`src/rtl/sextium_mem_pkg.sv`:
```
// Shared definitions for the Sextium two-requester memory arbiter:
// FSM state encoding, default widths and the legal memory-latency range.
package sextium_mem_pkg;

    localparam int DEF_DATA_W  = 16;
    localparam int DEF_ADDR_W  = 16;
    localparam int MEM_LAT_MIN = 1;
    localparam int MEM_LAT_MAX = 4;
    localparam int CNT_W       = 3;

    typedef enum logic [1:0] {
        ST_IDLE   = 2'd0,
        ST_ACCESS = 2'd1,
        ST_RESP   = 2'd2
    } state_t;

    // One-hot acknowledge vector for a granted requester index.
    function automatic logic [1:0] ack_onehot(input logic idx);
        return idx ? 2'b10 : 2'b01;
    endfunction

endpackage

```
`src/rtl/sextium_rr_arbiter.sv`:
```
// Two-way round-robin selector: a lone request wins outright, a tie goes
// to the requester that was not granted last time.
module sextium_rr_arbiter (
    input  logic [1:0] req,
    input  logic       last_grant,
    output logic       grant,
    output logic       valid
);

    // Pick the winning requester from the current request vector.
    always_comb begin
        grant = 1'b0;
        valid = 1'b0;
        case (req)
            2'b01: begin
                grant = 1'b0;
                valid = 1'b1;
            end
            2'b10: begin
                grant = 1'b1;
                valid = 1'b1;
            end
            2'b11: begin
                grant = ~last_grant;
                valid = 1'b1;
            end
            default: begin
                grant = 1'b0;
                valid = 1'b0;
            end
        endcase
    end

endmodule

```
`src/rtl/sextium_mem_arbiter.sv`:
```
// Arbitrates a core and a loader/DMA onto one memory port: grant in IDLE,
// hold the strobe for MEM_LAT cycles in ACCESS, pulse ack in RESP.
module sextium_mem_arbiter
    import sextium_mem_pkg::*;
#(
    parameter int DATA_W  = DEF_DATA_W,
    parameter int ADDR_W  = DEF_ADDR_W,
    parameter int MEM_LAT = 1
) (
    input  logic                clock,
    input  logic                reset,
    input  logic [1:0]          req,
    input  logic [1:0]          we,
    input  logic [2*ADDR_W-1:0] addr,
    input  logic [2*DATA_W-1:0] wdata,
    output logic [1:0]          ack,
    output logic [DATA_W-1:0]   rdata,
    output logic                mem_read,
    output logic                mem_write,
    output logic [ADDR_W-1:0]   mem_addr,
    output logic [DATA_W-1:0]   mem_wdata,
    input  logic [DATA_W-1:0]   mem_rdata
);

    state_t              r_state;
    state_t              w_state_nxt;
    logic [CNT_W-1:0]    r_cnt;
    logic                r_grant;
    logic                r_we;
    logic                r_last_grant;
    logic [ADDR_W-1:0]   r_addr;
    logic [DATA_W-1:0]   r_wdata;

    logic                w_grant;
    logic                w_valid;
    logic                w_we_nxt;
    logic [ADDR_W-1:0]   w_addr_nxt;
    logic [DATA_W-1:0]   w_wdata_nxt;
    logic [1:0]          w_ack_nxt;
    logic                w_mem_read_nxt;
    logic                w_mem_write_nxt;
    logic [ADDR_W-1:0]   w_mem_addr_nxt;
    logic [DATA_W-1:0]   w_mem_wdata_nxt;

    logic [1:0]          r_ack;
    logic [DATA_W-1:0]   r_rdata;
    logic                r_mem_read;
    logic                r_mem_write;
    logic [ADDR_W-1:0]   r_mem_addr;
    logic [DATA_W-1:0]   r_mem_wdata;

    sextium_rr_arbiter u_rr (
        .req        (req),
        .last_grant (r_last_grant),
        .grant      (w_grant),
        .valid      (w_valid)
    );

    // State register.
    always_ff @(posedge clock) begin
        if (reset) begin
            r_state <= ST_IDLE;
        end else begin
            r_state <= w_state_nxt;
        end
    end

    // Next-state logic; requests are only looked at in IDLE.
    always_comb begin
        w_state_nxt = r_state;
        case (r_state)
            ST_IDLE: begin
                if (w_valid) begin
                    w_state_nxt = ST_ACCESS;
                end else begin
                    w_state_nxt = ST_IDLE;
                end
            end
            ST_ACCESS: begin
                if (r_cnt == CNT_W'(1)) begin
                    w_state_nxt = ST_RESP;
                end else begin
                    w_state_nxt = ST_ACCESS;
                end
            end
            ST_RESP: begin
                w_state_nxt = ST_IDLE;
            end
            default: begin
                w_state_nxt = ST_IDLE;
            end
        endcase
    end

    // Operands as they will be latched: fresh slice on a grant, held otherwise.
    always_comb begin
        if (r_state == ST_IDLE) begin
            w_we_nxt    = we[w_grant];
            w_addr_nxt  = w_grant ? addr[2*ADDR_W-1:ADDR_W] : addr[ADDR_W-1:0];
            w_wdata_nxt = w_grant ? wdata[2*DATA_W-1:DATA_W] : wdata[DATA_W-1:0];
        end else begin
            w_we_nxt    = r_we;
            w_addr_nxt  = r_addr;
            w_wdata_nxt = r_wdata;
        end
    end

    // Output decode from the upcoming state so every port leaves a flop.
    always_comb begin
        w_ack_nxt       = 2'b00;
        w_mem_read_nxt  = 1'b0;
        w_mem_write_nxt = 1'b0;
        w_mem_addr_nxt  = '0;
        w_mem_wdata_nxt = '0;
        case (w_state_nxt)
            ST_ACCESS: begin
                w_mem_read_nxt  = ~w_we_nxt;
                w_mem_write_nxt = w_we_nxt;
                w_mem_addr_nxt  = w_addr_nxt;
                w_mem_wdata_nxt = w_wdata_nxt;
            end
            ST_RESP: begin
                w_ack_nxt = ack_onehot(r_grant);
            end
            default: begin
                w_ack_nxt = 2'b00;
            end
        endcase
    end

    // Transaction latch, strobe down-counter and round-robin history.
    always_ff @(posedge clock) begin
        if (reset) begin
            r_cnt        <= '0;
            r_grant      <= 1'b0;
            r_we         <= 1'b0;
            r_addr       <= '0;
            r_wdata      <= '0;
            r_last_grant <= 1'b1;
        end else begin
            case (r_state)
                ST_IDLE: begin
                    if (w_valid) begin
                        r_cnt   <= CNT_W'(MEM_LAT);
                        r_grant <= w_grant;
                        r_we    <= w_we_nxt;
                        r_addr  <= w_addr_nxt;
                        r_wdata <= w_wdata_nxt;
                    end
                end
                ST_ACCESS: begin
                    r_cnt <= r_cnt - CNT_W'(1);
                end
                ST_RESP: begin
                    r_last_grant <= r_grant;
                end
                default: begin
                    r_cnt <= '0;
                end
            endcase
        end
    end

    // Output registers; read data is captured at the end of the last strobe cycle.
    always_ff @(posedge clock) begin
        if (reset) begin
            r_ack       <= 2'b00;
            r_mem_read  <= 1'b0;
            r_mem_write <= 1'b0;
            r_mem_addr  <= '0;
            r_mem_wdata <= '0;
            r_rdata     <= '0;
        end else begin
            r_ack       <= w_ack_nxt;
            r_mem_read  <= w_mem_read_nxt;
            r_mem_write <= w_mem_write_nxt;
            r_mem_addr  <= w_mem_addr_nxt;
            r_mem_wdata <= w_mem_wdata_nxt;
            if (r_state == ST_ACCESS && r_cnt == CNT_W'(1) && !r_we) begin
                r_rdata <= mem_rdata;
            end
        end
    end

    assign ack       = r_ack;
    assign rdata     = r_rdata;
    assign mem_read  = r_mem_read;
    assign mem_write = r_mem_write;
    assign mem_addr  = r_mem_addr;
    assign mem_wdata = r_mem_wdata;

endmodule
```
`config.mk`:
```
export PLATFORM = sky130hd
export DESIGN_NAME = sextium_mem_arbiter
export DESIGN_NICKNAME = d
export VERILOG_FILES = /design/src/rtl/sextium_mem_pkg.sv /design/src/rtl/sextium_rr_arbiter.sv /design/src/rtl/sextium_mem_arbiter.sv
export SDC_FILE = /design/constraint.sdc
export NUM_CORES = 1
export LEC_CHECK = 0
export CAP_MARGIN = 15
export CELL_PAD_IN_SITES_DETAIL_PLACEMENT = 1
export CELL_PAD_IN_SITES_GLOBAL_PLACEMENT = 1
export CORE_ASPECT_RATIO = 0.8
export CORE_MARGIN = 2
export CORE_UTILIZATION = 32
export DETAILED_ROUTE_END_ITERATION = 10
export GPL_TIMING_DRIVEN = 1
export HOLD_SLACK_MARGIN = 0.06
export PLACE_DENSITY = 0.76
export REMOVE_ABC_BUFFERS = 1
export SYNTH_ARGS = -nofsm -noshare
export SYNTH_HDL_FRONTEND = slang
export SYNTH_SLANG_ARGS = --single-unit
```
`constraint.sdc`:
```
create_clock -name clock -period 2.02 [get_ports clock]
set_input_delay 0.404 -clock clock [delete_from_list [all_inputs] [get_ports clock]]
set_output_delay 0.404 -clock clock [all_outputs]
set_load 0.02 [all_outputs]
```
* After elaboration in Yosys (flattened, before gate mapping)
Cells that the tools add are included.
Cells by class: $add $sub $neg 1, order comparisons 1, equal/unequal tests 9, bitwise operators 5, mux-type cells 15, reductions and logical operators 9
Operators by type and width (number):
- 16-bit two-way mux | 4
- 3-bit case mux with 3 select lines | 1
- 2-bit == test (second input constant) | 4
- 2-bit by 1-bit == test with 1-bit output (second input constant) | 3
- 1-bit two-way mux | 5
- 1-bit NOT | 5
- 2-bit two-way mux | 2
- 2-bit case mux with 2 select lines | 1
- 2-bit AND reduction | 2
- 2-bit OR reduction | 2
- 3-bit by 1-bit == test with 1-bit output (second input constant) | 1
- 3-bit two-way mux | 1
- 3-bit OR reduction | 1
- 3-bit by 1-bit subtractor with 3-bit output (second input constant) | 1
- 1-bit logical AND | 2
- 2-bit logical NOT | 1
- 1-bit by 2-bit less-than comparator with 1-bit output (second input constant) | 1
- 2-bit by 1-bit inequality test with 1-bit output (second input constant) | 1
- 1-bit case mux with 2 select lines | 1
- 1-bit logical NOT | 1
Word-level totals: register bits after elaboration 92, logic and storage cells 53

* Logic depth before layout (Yosys ltp)
Gate-level depths: netlist (run 1).
depth in word-level cells 8, depth in mapped cells 7, gate-level depth less buffers 5

* Hierarchy
A second synthesis (run 1) with hierarchy kept.
Second synthesis, totals: cells, all modules 372, area, all modules 3848.7 um^2
By module, submodules not included:
- sextium_mem_arbiter | area each 3834.9 um^2, cells each 370, seq. area each 1841.8 um^2, instances 1
- sextium_rr_arbiter | area each 13.8 um^2, cells each 2, seq. area each 0.0 um^2, instances 1

* Worst setup path after synthesis (run 1)
No wires, ideal clock.
kind flip-flop to flip-flop, start register r_cnt[1], end register r_mem_addr[10], in the netlist mem_addr[10], cell stages (with the launch flop) 8, period minus slack after synthesis 1.547 ns, buffers on the path 2, slack 0.473 ns, data arrival time 1.473 ns, setup time 0.074 ns, path through dfxtp_1 > inv_1 > ha_1 > and3b_1 > or4_1 > buf_6 > buf_6 > a31oi_1
Between the ends: longest elaborated chain between the ends 6
RTL lines:
- from (decl) | line sextium_mem_arbiter.sv:27 | logic [CNT_W-1:0] r_cnt;
- from (signal assigned) | line sextium_mem_arbiter.sv:144 | r_cnt <= CNT_W'(MEM_LAT);
- from (signal assigned) | line sextium_mem_arbiter.sv:152 | r_cnt <= r_cnt - CNT_W'(1);
- 3-bit by 1-bit == test with 1-bit output | line sextium_mem_arbiter.sv:80 | if (r_cnt == CNT_W'(1)) begin
- 2-bit two-way mux | line sextium_mem_arbiter.sv:80
- 2-bit case mux with 2 select lines | line sextium_mem_arbiter.sv:71 | case (r_state)
- 2-bit by 1-bit == test with 1-bit output | line sextium_mem_arbiter.sv:115 | case (w_state_nxt)
- 1-bit NOT (no source line)
- 2-bit OR reduction (no source line)
- to (signal assigned) | line sextium_mem_arbiter.sv:177 | r_mem_addr <= w_mem_addr_nxt;
- to (decl) | line sextium_mem_arbiter.sv:49 | logic [ADDR_W-1:0] r_mem_addr;
Every way passes these cells. A chain may end at the register's enable or synchronous reset.

* Final worst setup path (run 1)
start register r_state[0], end register r_mem_read, in the netlist mem_read
Between the ends: longest elaborated chain between the ends 5, elaborated cells between the ends (all ways) 8
RTL lines:
- from (decl) | line sextium_mem_arbiter.sv:25 | state_t r_state;
- from (signal assigned) | line sextium_mem_arbiter.sv:64 | r_state <= w_state_nxt;
- 2-bit by 1-bit == test with 1-bit output / 2-bit logical NOT (equally long branches) | line sextium_mem_arbiter.sv:71, sextium_mem_arbiter.sv:97
- 2-bit case mux with 2 select lines | line sextium_mem_arbiter.sv:71
- 2-bit by 1-bit == test with 1-bit output | line sextium_mem_arbiter.sv:115
- 1-bit NOT (no source line)
- 2-bit OR reduction (no source line)
- to (signal assigned) | line sextium_mem_arbiter.sv:175 | r_mem_read <= w_mem_read_nxt;
- to (decl) | line sextium_mem_arbiter.sv:47 | logic r_mem_read;
Several ways; a longest one is shown, not always the timed one.

==> results of run 1 <==
==> flip-flops by register name, indices dropped and copies added (netlist names) <==
name and count:
ack 2, mem_addr 16, mem_read 1, mem_wdata 16, mem_write 1, r_addr 16, r_cnt 3, r_grant 1
r_last_grant 1, r_state 2, r_wdata 16, r_we 1, rdata 16
==> power by group through the flow <==
stage / clock (mW) / sequential, mW / combinational (mW)
final: 1.62 / 2.10 / 1.16
after CTS: 1.66 / 2.10 / 1.17
after global routing: 1.73 / 2.12 / 1.26
after floorplan: 0 / 2.22 / 0.442
after detailed placement: 0 / 2.13 / 1.16
after global placement: 0 / 2.13 / 1.13
==> path summary, 6_finish.rpt <==
kind / to / cells after the start / slack [ns] / from
worst min-delay path: rdata[6] / 2 / 0.48 / rdata[6]
worst min register to register: rdata[6] / 2 / 0.48 / rdata[6]
worst max-delay path: mem_read / 4 / 0.28 / r_state[0]
worst max register to register: mem_read / 4 / 0.28 / r_state[0]
==> cell type report <==
class | instances | area [um2]
clock inverter | 5 | 45.0
timing repair buffer | 157 | 1580
fill | 1341 | 5850
tap | 148 | 185
sequential | 92 | 1840
multi-input combinational | 282 | 1620
inverter | 6 | 22.5
clock buffer | 11 | 243
==> worst max-delay path, stage by stage (launching register included) <==
cell     delay [ns]
dfxtp_1        0.57
nor3_1         0.11
or4_1          0.55
buf_4          0.20
and4b_1        0.25
==> cells in the mapped netlist, types with 2 or more instances <==
library cell   n
nand2_1       37
nor2_1         4
o21ai_0       17
o21bai_1       2
a311oi_1      33
inv_1          6
a31oi_1       33
a21oi_1       52
dfxtp_1       92
clkbuf_1      29
buf_6          5
nand3_1       82
ha_1           2
buf_2         12
a32oi_1        2
nor3_1         2
==> logic make-up after synthesis <==
kind of cell / after synthesis / synth area share [%]
compound gates: 141 / 24.2
simple gates: 138 / 18.3
flops: 92 / 49.8
buf+inv: 53 / 6.80
fa+ha+maj: 2 / 0.676
xor+xnor: 1 / 0.237
==> layer usage <==
| metal | wire length [um] | global-route usage, % | vias up |
|---|---|---|---|
| met3 | 684 | 4.58 | 16 |
| met2 | 5710 | 32.7 | 125 |
| li1 | - | - | 1830 |
| met1 | 5900 | 27.0 | 1873 |
| met4 | 183 | 5.45 | 2 |
| met5 | 13 | 0 | - |
==> through the flow <==
stage / cells / setup WS (ns) / TNS [ns] / hold slack (ns) / power (mW)
global placement: 685 / 0.0305 / 0 / 0.458 / 3.26
floorplan: 380 / -0.0953 / -2.76 / 0.429 / 2.66
global route: 701 / 0.169 / 0 / 0.501 / 5.11
finish: 701 / 0.276 / 0 / 0.476 / 4.87
detailed placement: 685 / -0.0172 / -0.0355 / 0.470 / 3.29
CTS: 701 / 0.252 / 0 / 0.479 / 4.93
==> metrics.txt, run 1 <==
class of the most critical hold timing path reg2reg; number of global-route vias before repair ~4.1k; clock group share of total power 33.2%; Detail Route Antenna Nets 0; Gate Count Post-Synth 427; x dimension of the die approximately 120 um; mean instance size in the synthesized netlist 8.66 um2; highest net fanout along the worst path 9; antenna diode count 0; post-synthesis instance area between 3000 and 4000 um2; global route total overflow 0; largest cells by area after synthesis dfxtp_1, nand3_1, a311oi_1; net switching power figure 1.45 mW; Peak VDD IR ~0.47 mV; Initial Util approximately 32%; clock-pin slew of the registers on the worst-case setup and hold paths ~0.07 ns; maximum number of pins on one net before global-route repair 80; Critical Path Start Type flip-flop; tightest slew margin relative to the limit 58.1%; fraction of synthesized cell area taken by the top area cell type 49.8%; switching part of the total power approximately 30%; final critical-path required period between 1.5 and 2 ns; Fmax achieved 574 MHz; final setup fails 0; total number of vias 3846; outcome finished clean; highest-count cells in the layout ignoring fill and taps clkdlybuf4s50_1, dfxtp_1, nand3_1; Final #Nets approximately 640; Clock Skew about 0.012 ns; Resize count post-CTS 0; CTS tree yes; Final Cycle Share a little under nine tenths; average wire per cell in the routed design about 18 um; Clock Latency Late Sink approximately 0.34 ns; RSZ-0062 raised after global routing false; most common cell after layout, fill and taps aside clkdlybuf4s50_1; measured slew at the worst slew-check pin about 0.63 ns; post-DP HPWL 8.37 mm; number of maximum-capacitance constraint violations 0; internal power 3.42 mW; largest area contributor in the synthesized netlist dfxtp_1; Site Rows 35; clock sink count 92; number of buffers on the longest clock path 2; flip-flop and latch count after synthesis between 90 and 100; share of the yosys chip area belonging to registers 49.8%; Area growth, synth to finish 49.6%; count of flip-flops with a built-in enable after synthesis 0; TritonRoute pass-1 iters 5; data required time of the critical path 2.29 ns; Die Area 12400 um2; count of cell types in the netlist 33; total leakage power between 1.5 and 2 nW; DRT iter0 DRCs about 140; type of the worst setup path reg2reg; fraction of registers with async set or reset after synthesis 0%; power share of the combinational group between 20% and 30%; All-Layer GR Usage 20.1%; first-pass GRT wire length 20.6 mm; Post-Route Utilization 48.6%; final routed wirelength across all metal layers approximately 12 mm; H-tree levels 3; floorplan core area between 10000 and 15000 um2; number of I/O pins roughly 140; die span in y 100 um; number of buffers created by CTS 9; antenna violations before repair 1; Synthesis Warnings 0; arrival time of data at the critical path endpoint between 2 and 2.5 ns; number of hold-slack violations in the final timing report 0; DRC 0; clock root buffer clkbuf_16; share of post-route cells with drive strength above 1 ~7.6%; hold_buf cts 0; global placer's final weighted congestion just under 0.8; Seq pwr share 43.0%; Max Slew Vio Count 0; Non-Filler Cell Area, Final 5540 um2; Port-buffer cells 137; average via count per standard cell 5.49; Post-DP Area ~5200 um2; leading register cell type out of synthesis dfxtp_1; post-CTS setup repair buffer count 0; Critical Path End Type flip-flop; power density over the cells just under 900 nW/um2
No activity file was read; power rests on OpenSTA's default activity.
==> run 2: changes to the inputs <==
--- a/config.mk
+++ b/config.mk
@@ -16,6 +16,8 @@
 export HOLD_SLACK_MARGIN = 0.06
 export PLACE_DENSITY = 0.76
 export REMOVE_ABC_BUFFERS = 1
+export SLEW_MARGIN = 20
 export SYNTH_ARGS = -nofsm -noshare
 export SYNTH_HDL_FRONTEND = slang
 export SYNTH_SLANG_ARGS = --single-unit
+export TNS_END_PERCENT = 1
==> results of run 2 <==
Same layout as run 1: the final DEF is identical, and so are final timing and power.
==> run 3: changes to the inputs <==
--- a/config.mk
+++ b/config.mk
@@ -10,14 +10,15 @@
 export CELL_PAD_IN_SITES_GLOBAL_PLACEMENT = 1
 export CORE_ASPECT_RATIO = 0.8
 export CORE_MARGIN = 2
-export CORE_UTILIZATION = 32
+export CORE_UTILIZATION = 33
 export DETAILED_ROUTE_END_ITERATION = 10
 export GPL_TIMING_DRIVEN = 1
 export HOLD_SLACK_MARGIN = 0.06
-export PLACE_DENSITY = 0.76
+export PLACE_DENSITY = 0.75
 export REMOVE_ABC_BUFFERS = 1
 export SLEW_MARGIN = 20
 export SYNTH_ARGS = -nofsm -noshare
 export SYNTH_HDL_FRONTEND = slang
+export SYNTH_HIERARCHICAL = 1
 export SYNTH_SLANG_ARGS = --single-unit
 export TNS_END_PERCENT = 1
==> constraint.sdc (replaced) <==
create_clock -name clock -period 1.87 [get_ports clock]
set_input_delay 0.374 -clock clock [delete_from_list [all_inputs] [get_ports clock]]
set_output_delay 0.374 -clock clock [all_outputs]
set_load 0.02 [all_outputs]
==> run 3 against run 2 <==
Net effect:
- count of clock-buffer cells in the layout decreased by 1
- worst hold slack got worse by 0.031 ns
- global-route usage down 3.9 points
- synthesized cell count is 13% lower
- total power increased by 13%
- clock power up 14%
- critical endpoint is now r_addr[3]
==> metrics.txt, run 3 <==
Fmax achieved roughly 590 MHz; final total power around 5.5 mW; number of I/O pins 138; Critical Path Start Type primary input; average via count per standard cell between 4 and 5; Reg2Reg Setup Slack ~0.22 ns; number of buffers on the longest clock path 2; highest net fanout along the worst path 30; # placed instances 637; final critical-path required period approximately 1.7 ns; total of fill cells in the finished design approximately 1.3k; first-pass GRT wire length about 16 mm; total leakage power between 2 and 2.5 nW; fraction of synthesized cell area taken by the top area cell type between 40% and 50%; Final WS setup approximately 0.17 ns; TritonRoute pass-1 iters 4; FF-to-FF Start r_state[0]; largest cells by area after synthesis dfxtp_1, mux2i_1, a211oi_2; Hold Slack 0.445 ns; setup_tns 0 ns; DRC 0; antenna diode count 0; Post-Route Utilization approximately half; R2R cell count 4; Synthesis Warnings 6; compound-cell area share of the yosys netlist 17.9%; Critical Path End Type flip-flop; Final #Nets approximately 600; most common cell after layout, fill and taps aside clkdlybuf4s50_1; arrival time of data at the critical path endpoint roughly 1.9 ns; share of synthesized cell area in and, or, nand and nor gates about 15%; Non-Filler Cell Area, Final around 5800 um2; leading register cell type out of synthesis dfxtp_1; Clock Skew about 0.0052 ns; number of buffers created by CTS 9; combinational family with the most area after synthesis compound AO/OA/AOI/OAI gates; clock root buffer clkbuf_16; number of global-route vias before repair about 3.3k; number of maximum-capacitance constraint violations 0; most common library cells after synthesis dfxtp_1, nor2_1, mux2i_1; RSZ-0062 raised after global routing false; clock-pin slew of the registers on the worst-case setup and hold paths around 0.060 ns; Clock Latency Late Sink between 0.3 and 0.4 ns; Gate Count Post-Synth roughly 370; post-CTS setup repair buffer count 0; die span in y 101 um; Site Rows 35; final routed wirelength across all metal layers 10.3 mm; All-Layer GR Usage between 10% and 20%; mean instance size in the synthesized netlist slightly above 10 um2; Die Area 12500 um2; Port-buffer cells approximately 140; number of hold-slack violations in the final timing report 0; flip-flop and latch count after synthesis 92; floorplan core area between 10000 and 15000 um2; H-tree levels 3; clock sink count 92; share of post-route cells with drive strength above 1 a little over an eighth; type of the worst setup path in2reg; cell with the most instances after synthesis dfxtp_1; total number of vias between 3k and 4k; post-DP HPWL ~7.0 mm; Critical R2R Capture mem_wdata[15]; count of cell types in the netlist 30; Resize count post-CTS 0; average wire per cell in the routed design around 16 um; final setup fails 0; measured slew at the worst slew-check pin approximately 0.69 ns; fraction of registers with async set or reset after synthesis 0%; maximum number of pins on one net before global-route repair 73; class of the most critical hold timing path in2reg; largest area contributor in the synthesized netlist dfxtp_1; x dimension of the die about 120 um; data required time of the critical path 2.11 ns; Initial Util 33.7%; outcome finished clean; highest-count cells in the layout ignoring fill and taps clkdlybuf4s50_1, dfxtp_1, nor2_1; Detail Route Antenna Nets 0; Setup Slack @ Placement -0.216 ns; hold_buf cts 0; arithmetic-cell share of the synthesized area counting full adders, half adders and majority gates less than 1%; post-synthesis instance area ~3800 um2; mux cell area share after synthesis 13.3%; Critical path origin req[0]; global placer's final weighted congestion just over 0.7; XOR/XNOR share of the synthesized area less than 1%; Final Cycle Share between 90% and 100%; power density over the cells between 900 and 1000 nW/um2; Peak VDD IR about 0.43 mV; tightest slew margin relative to the limit between 50% and 60%; count of flip-flops with a built-in enable after synthesis 0; global route total overflow 0; CTS tree yes; capturing instance or port of the critical path r_addr[3]; share of the yosys chip area belonging to registers 47.9%; Post-DP Area around 5400 um2; antenna violations before repair 0; Area growth, synth to finish 49.4%; Max Slew Vio Count 0; number of cells in the finished layout apart from fillers roughly 660; DRT iter0 DRCs around 130
==> run 3: changes by cell type after synthesis, sizes merged, moves of 33 or more <==
cell	previous run	this run
nand3	82	0
nor2	6	72
a211oi	0	65
a21oi	52	2
mux2i	0	50
nand2	37	1
a311oi	33	0
a31oi	33	0
nand2b	0	33
==> run 3: worst min path at each step <==
| stage | cells after the start | from | slack, ns | end |
|---|---|---|---|---|
| 2_1_floorplan | 1 | r_grant | 0.43 | ack[0] |
| 3_3_place_gp | 2 | rdata[2] | 0.46 | rdata[2] |
| 3_5_place_dp | 2 | rdata[8] | 0.46 | rdata[8] |
| 4_1_cts | 3 | reset | 0.42 | r_state[0] |
| 5_1_grt | 3 | reset | 0.44 | r_state[0] |
| 6_report | 3 | reset | 0.44 | r_state[0] |
==> run 3: logic make-up (layout without fill, tap and decap cells) <==
kind of cell,after synthesis,in the layout
AOI/OAI and AO/OA,73,73
xor gates and xnor gates,1,1
adders and majority gates,2,2
buffers and inverters,38,173
DFF,92,92
muxes,51,51
and+or+nand+nor,115,115
==> run 3: critical path, cell delays in order <==
cell             delay (ns)
clkdlybuf4s50_1        0.46
or2_1                  0.26
nor3b_4                0.18
buf_4                  0.17
clkbuf_16              0.20
a211oi_1               0.29
==> run 3: where the power goes <==
part	switching (mW)	internal [mW]	total [mW]	leakage, nW
Sequential	0.107	2.18	2.28	0.759
Combinational	0.687	0.677	1.36	1.22
Clock	0.772	1.07	1.84	0.144
Total	1.57	3.92	5.49	2.13
==> run 3: layout make-up <==
cell class                      count  area (um2)  area share (%)
Clock buffer                       10         239            4.16
Clock inverter                      6        63.8            1.11
Inverter                            6        22.5           0.392
Multi-Input combinational cell    242        1830            31.9
Sequential cell                    92        1840            32.0
Tap cell                          148         185            3.22
Timing Repair Buffer              151        1560            27.2
==> run 3: layer usage <==
layer  up-vias  wire [um]  GRT usage [%]
met5         -          0              0
met4         0        155           5.88
met3        14        456           3.87
met2        82       4960           27.4
met1      1557       4770           20.1
li1       1556          -              -
